`src/rtl/kgp_add_sequencer.sv`:
```
// Arbitrates two requesters and performs a wide add one 16-bit slice per
// cycle through a shared external combinational adder, least-significant first.
module kgp_add_sequencer #(
    parameter int SLICES = 4
) (
    input  logic                   clk,
    input  logic                   rst_n,
    input  logic                   req0_valid,
    output logic                   req0_ready,
    input  logic [16*SLICES-1:0]   req0_a,
    input  logic [16*SLICES-1:0]   req0_b,
    input  logic                   req0_cin,
    input  logic                   req1_valid,
    output logic                   req1_ready,
    input  logic [16*SLICES-1:0]   req1_a,
    input  logic [16*SLICES-1:0]   req1_b,
    input  logic                   req1_cin,
    output logic                   rsp_valid,
    input  logic                   rsp_ready,
    output logic                   rsp_id,
    output logic [16*SLICES-1:0]   rsp_sum,
    output logic                   rsp_cout,
    output logic [15:0]            add_a,
    output logic [15:0]            add_b,
    output logic                   add_cin,
    input  logic [16:0]            add_y
);

    localparam int W  = 16 * SLICES;
    localparam int KW = (SLICES > 1) ? $clog2(SLICES) : 1;

    typedef enum logic [1:0] {
        IDLE,
        RUN,
        DONE
    } state_t;

    state_t          state;
    logic [KW-1:0]   k;
    logic            carry;
    logic            last_grant;
    logic            id_q;
    logic            cin_q;
    logic [W-1:0]    a_q;
    logic [W-1:0]    b_q;
    logic            grant_any;
    logic            grant;

    // On a tie the requester that did not win last time is chosen.
    always_comb begin
        grant_any  = req0_valid | req1_valid;
        grant      = (req0_valid & req1_valid) ? ~last_grant : req1_valid;
        req0_ready = rst_n & (state == IDLE) & grant_any & ~grant;
        req1_ready = rst_n & (state == IDLE) & grant_any & grant;
    end

    always_comb begin
        add_a   = '0;
        add_b   = '0;
        add_cin = 1'b0;
        if (state == RUN) begin
            add_a   = a_q[16*k +: 16];
            add_b   = b_q[16*k +: 16];
            add_cin = (k == '0) ? cin_q : carry;
        end
    end

    // Operand capture: only observable through the RUN-gated adder bus.
    always_ff @(posedge clk) begin
        if (state == IDLE && grant_any) begin
            a_q   <= grant ? req1_a   : req0_a;
            b_q   <= grant ? req1_b   : req0_b;
            cin_q <= grant ? req1_cin : req0_cin;
        end
    end

    always_ff @(posedge clk or negedge rst_n) begin
        if (!rst_n) begin
            state      <= IDLE;
            k          <= '0;
            carry      <= 1'b0;
            last_grant <= 1'b1;
            id_q       <= 1'b0;
            rsp_valid  <= 1'b0;
            rsp_id     <= 1'b0;
            rsp_sum    <= '0;
            rsp_cout   <= 1'b0;
        end else begin
            case (state)
                IDLE: begin
                    if (grant_any) begin
                        id_q       <= grant;
                        last_grant <= grant;
                        k          <= '0;
                        state      <= RUN;
                    end
                end
                RUN: begin
                    rsp_sum[16*k +: 16] <= add_y[15:0];
                    carry               <= add_y[16];
                    k                   <= k + 1'b1;
                    if (k == KW'(SLICES - 1)) begin
                        k         <= '0;
                        rsp_cout  <= add_y[16];
                        rsp_id    <= id_q;
                        rsp_valid <= 1'b1;
                        state     <= DONE;
                    end
                end
                DONE: begin
                    if (rsp_ready) begin
                        rsp_valid <= 1'b0;
                        state     <= IDLE;
                    end
                end
                default: state <= IDLE;
            endcase
        end
    end

endmodule

```
`config.mk`:
```
export PLATFORM = sky130hd
export DESIGN_NAME = kgp_add_sequencer
export DESIGN_NICKNAME = d
export VERILOG_FILES = /design/src/rtl/kgp_add_sequencer.sv
export SDC_FILE = /design/constraint.sdc
export NUM_CORES = 1
export LEC_CHECK = 0
export BUFFER_PORTS_ARGS = -buffer_cell sky130_fd_sc_hd__buf_2
export CAP_MARGIN = 20
export CORE_AREA = 2 2 147 149
export CTS_CLUSTER_SIZE = 10
export DETAILED_ROUTE_END_ITERATION = 7
export DIE_AREA = 0 0 149 151
export PLACE_DENSITY = 0.76
export SLEW_MARGIN = 20
export SYNTH_ARGS = -nofsm -noshare
export SYNTH_HDL_FRONTEND = slang
export SYNTH_SLANG_ARGS = --single-unit
```
`constraint.sdc`:
```
create_clock -name clk -period 3.49 [get_ports clk]
set_input_delay 0.698 -clock clk [delete_from_list [all_inputs] [get_ports clk]]
set_output_delay 0.698 -clock clk [all_outputs]
set_load 0.02 [all_outputs]
```
==> implementation parameters, run 1 <==
Parameter                              Value

Status
  Outcome    finished, final reports clean

Timing
  Hold Fails Final Rpt    0
  RSZ-0062 raised after global routing    false
  Actual transition at the worst max-transition pin    slightly above 0.9 ns
  Setup TNS after final layout    0 ns
  Final setup violation count    0
  Final critical path time including I/O delays and setup    3.097 ns
  Worst-case headroom to the max-slew limit    0.3863
  Max-slew violation count    0
  Worst clock skew on the final layout    between 0.007 and 0.008 ns
  Fmax    322.9 MHz
  Final worst path period share    0.8874
  Worst hold slack    0.3837 ns

Layout
  Filler Cell Count    1734
  Layout cell share with drive strength beyond 1    0.4477
  Finished Core Util    0.5923
  Area Growth Syn to Fin    29.68%
  Layout Cells excl Fill    1383
  Seq. cell area    5731 sq um
  Layout net count    1375
  Combined area of the multi-input logic cells    3505 sq um

Synthesis
  Biggest area contributors in the synthesized netlist    sky130_fd_sc_hd__edfxtp_1 (41%), sky130_fd_sc_hd__dfrtp_1 (19%), sky130_fd_sc_hd__mux2_1 (9.1%), sky130_fd_sc_hd__mux2i_1 (6.8%), sky130_fd_sc_hd__mux2_2 (6.4%)
  Post-synth top cells    sky130_fd_sc_hd__nand2_1 (136), sky130_fd_sc_hd__edfxtp_1 (129), sky130_fd_sc_hd__mux2_1 (77)
  Top cell type by total area after synthesis    sky130_fd_sc_hd__edfxtp_1
  Cell variety after synth    36
  Commonest register cell after synthesis    sky130_fd_sc_hd__edfxtp_1
  Total nets after synthesis    1000
  Count of warnings emitted by yosys    0
  Share of synthesized area occupied by flip-flops and latches    0.6022
  Yosys reg bits    203
  Total standard cell area after synthesis    9510 sq um
  Avg Synthesized Cell Area    13.32 sq um
  Count of flip-flops with a built-in enable after synthesis    129
  Post-synthesis cell count    714
  Area share of the largest cell type after synthesis    0.4073
  Count leader, synth    sky130_fd_sc_hd__nand2_1
  FFs w/ async S/R, synth    0.3645

CTS
  Cts repair resizes    0
  Clock root buffer master    sky130_fd_sc_hd__clkbuf_16
  Clock-pin slew reported for the worst setup and hold paths after clock tree synthesis    0.05 ns
  Clock tree from TritonCTS    built
  Number of buffers created by CTS    24
  Count of buffers added by post-CTS timing repair for setup    0
  Insertion delay to the later sink of the worst-skew pair    between 0.5 and 0.6 ns
  Max Root-Sink Buffers    3
  Number of hold buffers added after CTS    1
  Clk sinks    203
  Number of H-tree levels    1

Power
  Power density cells    839.3 nW/um^2
  Final Total Pwr    10.35 mW
  Static Leakage    5.431 nW
  Worst IR drop on VDD    0.4562 mV

Hold path
  Hold WC Path Type    in -> reg

Critical path
  Slowest Stage Delay on Critical Path    0.44 ns
  Worst endpoint required time    2.79 ns
  Slowest library cell on the worst path    sky130_fd_sc_hd__dfrtp_1
  Data arrival time of the worst path    2.40 ns
  Critical path launch point type    register
  Startpoint-to-endpoint class of the critical path    reg -> out
  Cell-by-cell listing of the critical path    and2b_1, nand2_1, buf_12, o22ai_1, buf_2
  Nature of the critical path endpoint    primary output
  Largest fanout on the critical path    20

Run
  Number of max-cap violations    0

Routing
  Average wire length per cell after detail routing    18.74 um
  DRC violations left    0
  Total iterations of the first detailed-routing run    5
  Total length of routed wires    25.91 mm
  Count of routing violations after the opening detailed-route iteration    about 290
  Via density per instance    just over 5
  Number of vias after detailed routing    7133
  Antenna viol nets, final    0

Place
  Placed Cells incl. Taps    1337
  Routability congestion estimate from global placement    0.8198
  Number of I/O port buffers    381
  Detailed Place HPWL    between 15 and 20 mm

GRT
  First-pass GRT wire length    38.72 mm
  Vias in the first global route    between 7000 and 8000
  Total global routing track utilization    0.2243
  Antenna violations before repair    13
  Maximum number of pins on one net before global-route repair    72
  Remaining global-route overflow    0

Die
  Core footprint    20820 sq um
  Io pins    382
  Starting density of the core    0.4567
  Die span in x    approximately 150 um
  Row count    53
  Die area    22500 sq um
  Die Y-Extent    151 um
report_power, final:
| part | total (mW) | internal, mW | switching (mW) |
|---|---|---|---|
| registers | 3.93 | 3.54 | 0.385 |
| logic | 4.26 | 1.52 | 2.73 |
| clock network | 2.17 | 1.26 | 0.912 |
cell families (layout without fill, tap and decap cells):
logic type | Yosys count | in the layout | share of synthesized area
and+or+nand+nor | 152 | 152 | 0.06973
adders and majority gates | 6 | 6 | 0.007893
DFF | 203 | 203 | 0.6022
AOI/OAI and AO/OA | 107 | 107 | 0.06657
buffers and inverters | 50 | 435 | 0.03013
other | 0 | 9 | 0
muxes | 196 | 196 | 0.2235
layout by cell type (no fill, tap or decap), types with 2 or more instances in the layout:
cell type,count
sky130_fd_sc_hd__nand2_1,136
sky130_fd_sc_hd__nor2_1,3
sky130_fd_sc_hd__clkbuf_16,24
sky130_fd_sc_hd__dfrtp_1,72
sky130_fd_sc_hd__buf_12,3
sky130_fd_sc_hd__buf_2,380
sky130_fd_sc_hd__inv_1,3
sky130_fd_sc_hd__nand3b_1,4
sky130_fd_sc_hd__ha_1,6
sky130_fd_sc_hd__mux2i_1,65
sky130_fd_sc_hd__o22ai_1,32
sky130_fd_sc_hd__diode_2,9
sky130_fd_sc_hd__clkbuf_1,10
sky130_fd_sc_hd__o21ai_1,35
sky130_fd_sc_hd__nor4b_4,2
sky130_fd_sc_hd__mux2_1,77
sky130_fd_sc_hd__edfxtp_1,129
sky130_fd_sc_hd__buf_4,11
sky130_fd_sc_hd__o31ai_1,2
sky130_fd_sc_hd__mux2_2,54
sky130_fd_sc_hd__a21oi_1,3
sky130_fd_sc_hd__o21ai_2,10
sky130_fd_sc_hd__o21ai_0,21
path summary, 6_finish.rpt:
check	from	endpoint	slack (ns)	depth (start not counted)
min reg2reg	rsp_sum[40]$_DFFE_PN0P_	rsp_sum[40]$_DFFE_PN0P_	0.47	2
min	rsp_ready	state[1]$_DFFE_PN0P_	0.38	2
min in group asynchronous	rst_n	id_q$_DFFE_PN0P_	0.61	2
max reg2reg	k[0]$_DFFE_PN0P_	rsp_sum[63]$_DFFE_PN0P_	0.98	5
max	state[1]$_DFFE_PN0P_	add_a[10]	0.39	5
max in group asynchronous	rst_n	k[1]$_DFFE_PN0P_	1.73	3
cell type report:
class / count / area share
timing repair buffer: 395 / 0.1666
tap: 275 / 0.02790
antenna: 9 / 0.001826
inverter: 4 / 0.001420
multi-input combinational: 461 / 0.2842
sequential: 203 / 0.4646
clock buffer: 34 / 0.05174
clock inverter: 2 / 0.001725
critical path, delay by kind of cell (launching register included):
family | cells | cell delay, ns
flip-flops | 1 | 0.44
buffers and inverters | 2 | 0.50
AND/OR/NAND/NOR | 2 | 0.71
AO/OA/AOI/OAI | 1 | 0.21
metal layers:
layer	vias up	part of all wire	track usage
met5	-	0.0013	0
met4	6	0.036	0.09619
met3	63	0.085	0.05994
met2	301	0.52	0.3947
met1	3383	0.36	0.2587
li1	3380	-	-
registers in the layout, indices dropped and copies added, names as in the netlist, 2 cells and up:
name     flops
a_q         64
b_q         64
k            2
rsp_sum     64
state        2
stage by stage:
| step | worst slack [ns] | instance area, sq um |
|---|---|---|
| 6_report | 0.3929 | 12330 |
| 5_1_grt | 0.2883 | 12330 |
| 4_1_cts | 0.3823 | 12310 |
| 3_5_place_dp | 0.9371 | 11640 |
| 3_3_place_gp | 1.032 | 11640 |
| 2_1_floorplan | 0.7705 | 9510 |
No activity file was read; power rests on OpenSTA's default activity.
==> inputs of run 2 (changes only) <==
Settings changed: CORE_AREA 2 2 147 149 to unset, CORE_MARGIN set to 10, CORE_UTILIZATION set to 49, DIE_AREA 0 0 149 151 to unset, PLACE_DENSITY 0.76 to 0.81.
==> run 2 against run 1 <==
Effect of this change: register-to-register slack got worse by 0.05 ns; clock power rose by 2%; sequential power barely moved; total power rose by 2.0%; non-clock buffer count rose by 4; first-iteration DRC count rose by 48%; core utilization rose by 6.4 points; sequential share of layout area fell by 0.27 points; final cell count fell by 0.14%; largest cell class unchanged.
==> implementation parameters, run 2 (same netlist as run 1, synthesis figures left out) <==
Parameter                              Value

Power
  Power density cells    851.0 nW/um^2
  Worst IR drop on VDD    0.5485 mV
  Static Leakage    approximately 5.5 nW

Critical path
  Reg-to-reg critical path endpoint    b_q[51]$_DFFE_PP_
  Critical path launch point type    register
  Worst reg-to-reg setup slack    0.93 ns
  Worst endpoint required time    2.79 ns
  Nature of the critical path endpoint    primary output
  Data arrival time of the worst path    2.36 ns
  Cell depth of the worst flop-to-flop path    4
  Critical register-to-register path startpoint    state[0]$_DFFE_PN0P_
  Largest fanout on the critical path    22
  Startpoint-to-endpoint class of the critical path    reg -> out

Die
  Die area    25380 sq um
  Core footprint    18890 sq um
  Starting density of the core    0.5034
  Die span in x    159.3 um
  Io pins    382
  Row count    50
  Die Y-Extent    159.3 um

Timing
  Final setup violation count    0
  Hold Fails Final Rpt    0
  Worst clock skew on the final layout    approximately 0.012 ns
  Final worst path period share    0.8764
  Fmax    327.0 MHz
  Setup TNS after final layout    0 ns
  Final critical path time including I/O delays and setup    3.059 ns
  RSZ-0062 raised after global routing    false
  Max-slew violation count    0
  Worst-case headroom to the max-slew limit    0.3916
  Actual transition at the worst max-transition pin    0.9127 ns

Layout
  Most used cells in the layout excluding fill and tap cells    sky130_fd_sc_hd__buf_2 (381), sky130_fd_sc_hd__nand2_1 (136), sky130_fd_sc_hd__edfxtp_1 (129), sky130_fd_sc_hd__mux2_1 (77), sky130_fd_sc_hd__dfrtp_1 (72)
  Leading registers by flop count    a_q x64, b_q x64, rsp_sum x64
  Layout net count    ~1400
  Final instance area    12410 sq um
  Area Growth Syn to Fin    30.44%
  Layout cell share with drive strength beyond 1    0.4464
  Most common cell after layout, fill and taps aside    sky130_fd_sc_hd__buf_2

Status
  Outcome    finished, final reports clean

GRT
  First-pass GRT wire length    about 45 mm
  Total global routing track utilization    0.2221
  Maximum number of pins on one net before global-route repair    74
  Antenna violations before repair    14
  Remaining global-route overflow    0
  Vias in the first global route    roughly 7900

Hold path
  Beginning of the worst hold path    rsp_ready
  Hold WC Path Type    in -> reg
  Hold path cells    2
  Worst Hold Path EP    state[1]$_DFFE_PN0P_

Routing
  Total length of routed wires    29.56 mm
  DRC violations left    0
  Number of vias after detailed routing    7284
  Antenna viol nets, final    0
  Total iterations of the first detailed-routing run    4
  Average wire length per cell after detail routing    21.40 um
  Via density per instance    5.274
  Count of routing violations after the opening detailed-route iteration    422

Place
  Placed cell areas    11670 sq um
  Detailed Place HPWL    around 23 mm
  Routability congestion estimate from global placement    0.8792
  Number of I/O port buffers    381

CTS
  Number of H-tree levels    1
  Number of buffers created by CTS    24
  Clock-pin slew reported for the worst setup and hold paths after clock tree synthesis    0.05 ns
  Clock root buffer master    sky130_fd_sc_hd__clkbuf_16
  Cts repair resizes    0
  Clock tree from TritonCTS    built
  Clk sinks    around 200
  Max Root-Sink Buffers    3
  Insertion delay to the later sink of the worst-skew pair    0.51 ns

Run
  Number of max-cap violations    0
run 2: changes by cell type in the layout (fill, tap and decap cells not counted):
cell and change:
sky130_fd_sc_hd__buf_6 +1, sky130_fd_sc_hd__clkinvlp_4 +1, sky130_fd_sc_hd__buf_2 +1, sky130_fd_sc_hd__diode_2 +1
sky130_fd_sc_hd__buf_12 +2, sky130_fd_sc_hd__clkbuf_1 +8, sky130_fd_sc_hd__clkinv_2 -1
run 2: worst max path at each step:
stage                         to  depth (start not counted)                 start
2_1_floorplan   a_q[0]$_DFFE_PP_                          4  state[0]$_DFFE_PN0P_
3_3_place_gp   b_q[18]$_DFFE_PP_                          4  state[0]$_DFFE_PN0P_
3_5_place_dp    b_q[5]$_DFFE_PP_                          4  state[0]$_DFFE_PN0P_
4_1_cts                add_a[13]                          5  state[1]$_DFFE_PN0P_
5_1_grt                add_a[13]                          5  state[0]$_DFFE_PN0P_
6_report               add_a[13]                          5  state[1]$_DFFE_PN0P_
run 2: layout make-up:
class	instances	area, sq um
fill	1415	6487
sequential	203	5731
multi-input combinational	461	3505
timing repair buffer	399	2111
clock buffer	42	668.1
tap	260	325.3
antenna	10	25.02
clock inverter	2	23.77
inverter	4	17.52
run 2: what timing repair did:
action                    4_1_cts  5_1_grt
hold buffers                    1        0
hold endpoints to repair        2        0
setup buffers                   0        0
run 2: metal layers:
metal	up-vias	track usage	share of wire
met5	-	0	0.0017
met4	8	0.08467	0.033
met1	3451	0.2364	0.35
met3	66	0.07772	0.092
li1	3394	-	-
met2	365	0.3953	0.52
run 2: critical path, cell delays in order, from the launching register on:
cell and delay (ns):
sky130_fd_sc_hd__dfrtp_1 0.44, sky130_fd_sc_hd__and2b_1 0.32, sky130_fd_sc_hd__nand2_1 0.34, sky130_fd_sc_hd__buf_12 0.29, sky130_fd_sc_hd__o22ai_1 0.24, sky130_fd_sc_hd__buf_2 0.21
run 2: power by group:
part	total, mW	switching, mW	internal, mW	leakage (nW)
logic	4.42	2.86	1.56	2.93
registers	3.92	0.378	3.54	2.21
clock network	2.22	0.927	1.29	0.324
total	10.6	4.16	6.39	5.47
run 2: stage by stage:
step	util	power (mW)	hold slack (ns)	worst slack [ns]	std cells
CTS	0.6547	10.62	0.3611	0.4212	1370
detailed placement	0.6176	8.380	0.4631	0.9184	1325
finish	0.6566	10.56	0.3801	0.4315	1381
floorplan	-	6.828	0.4024	0.7705	714
global placement	0.6176	8.271	0.4549	0.9559	1325
global route	0.6562	11.13	0.3740	0.2992	1378
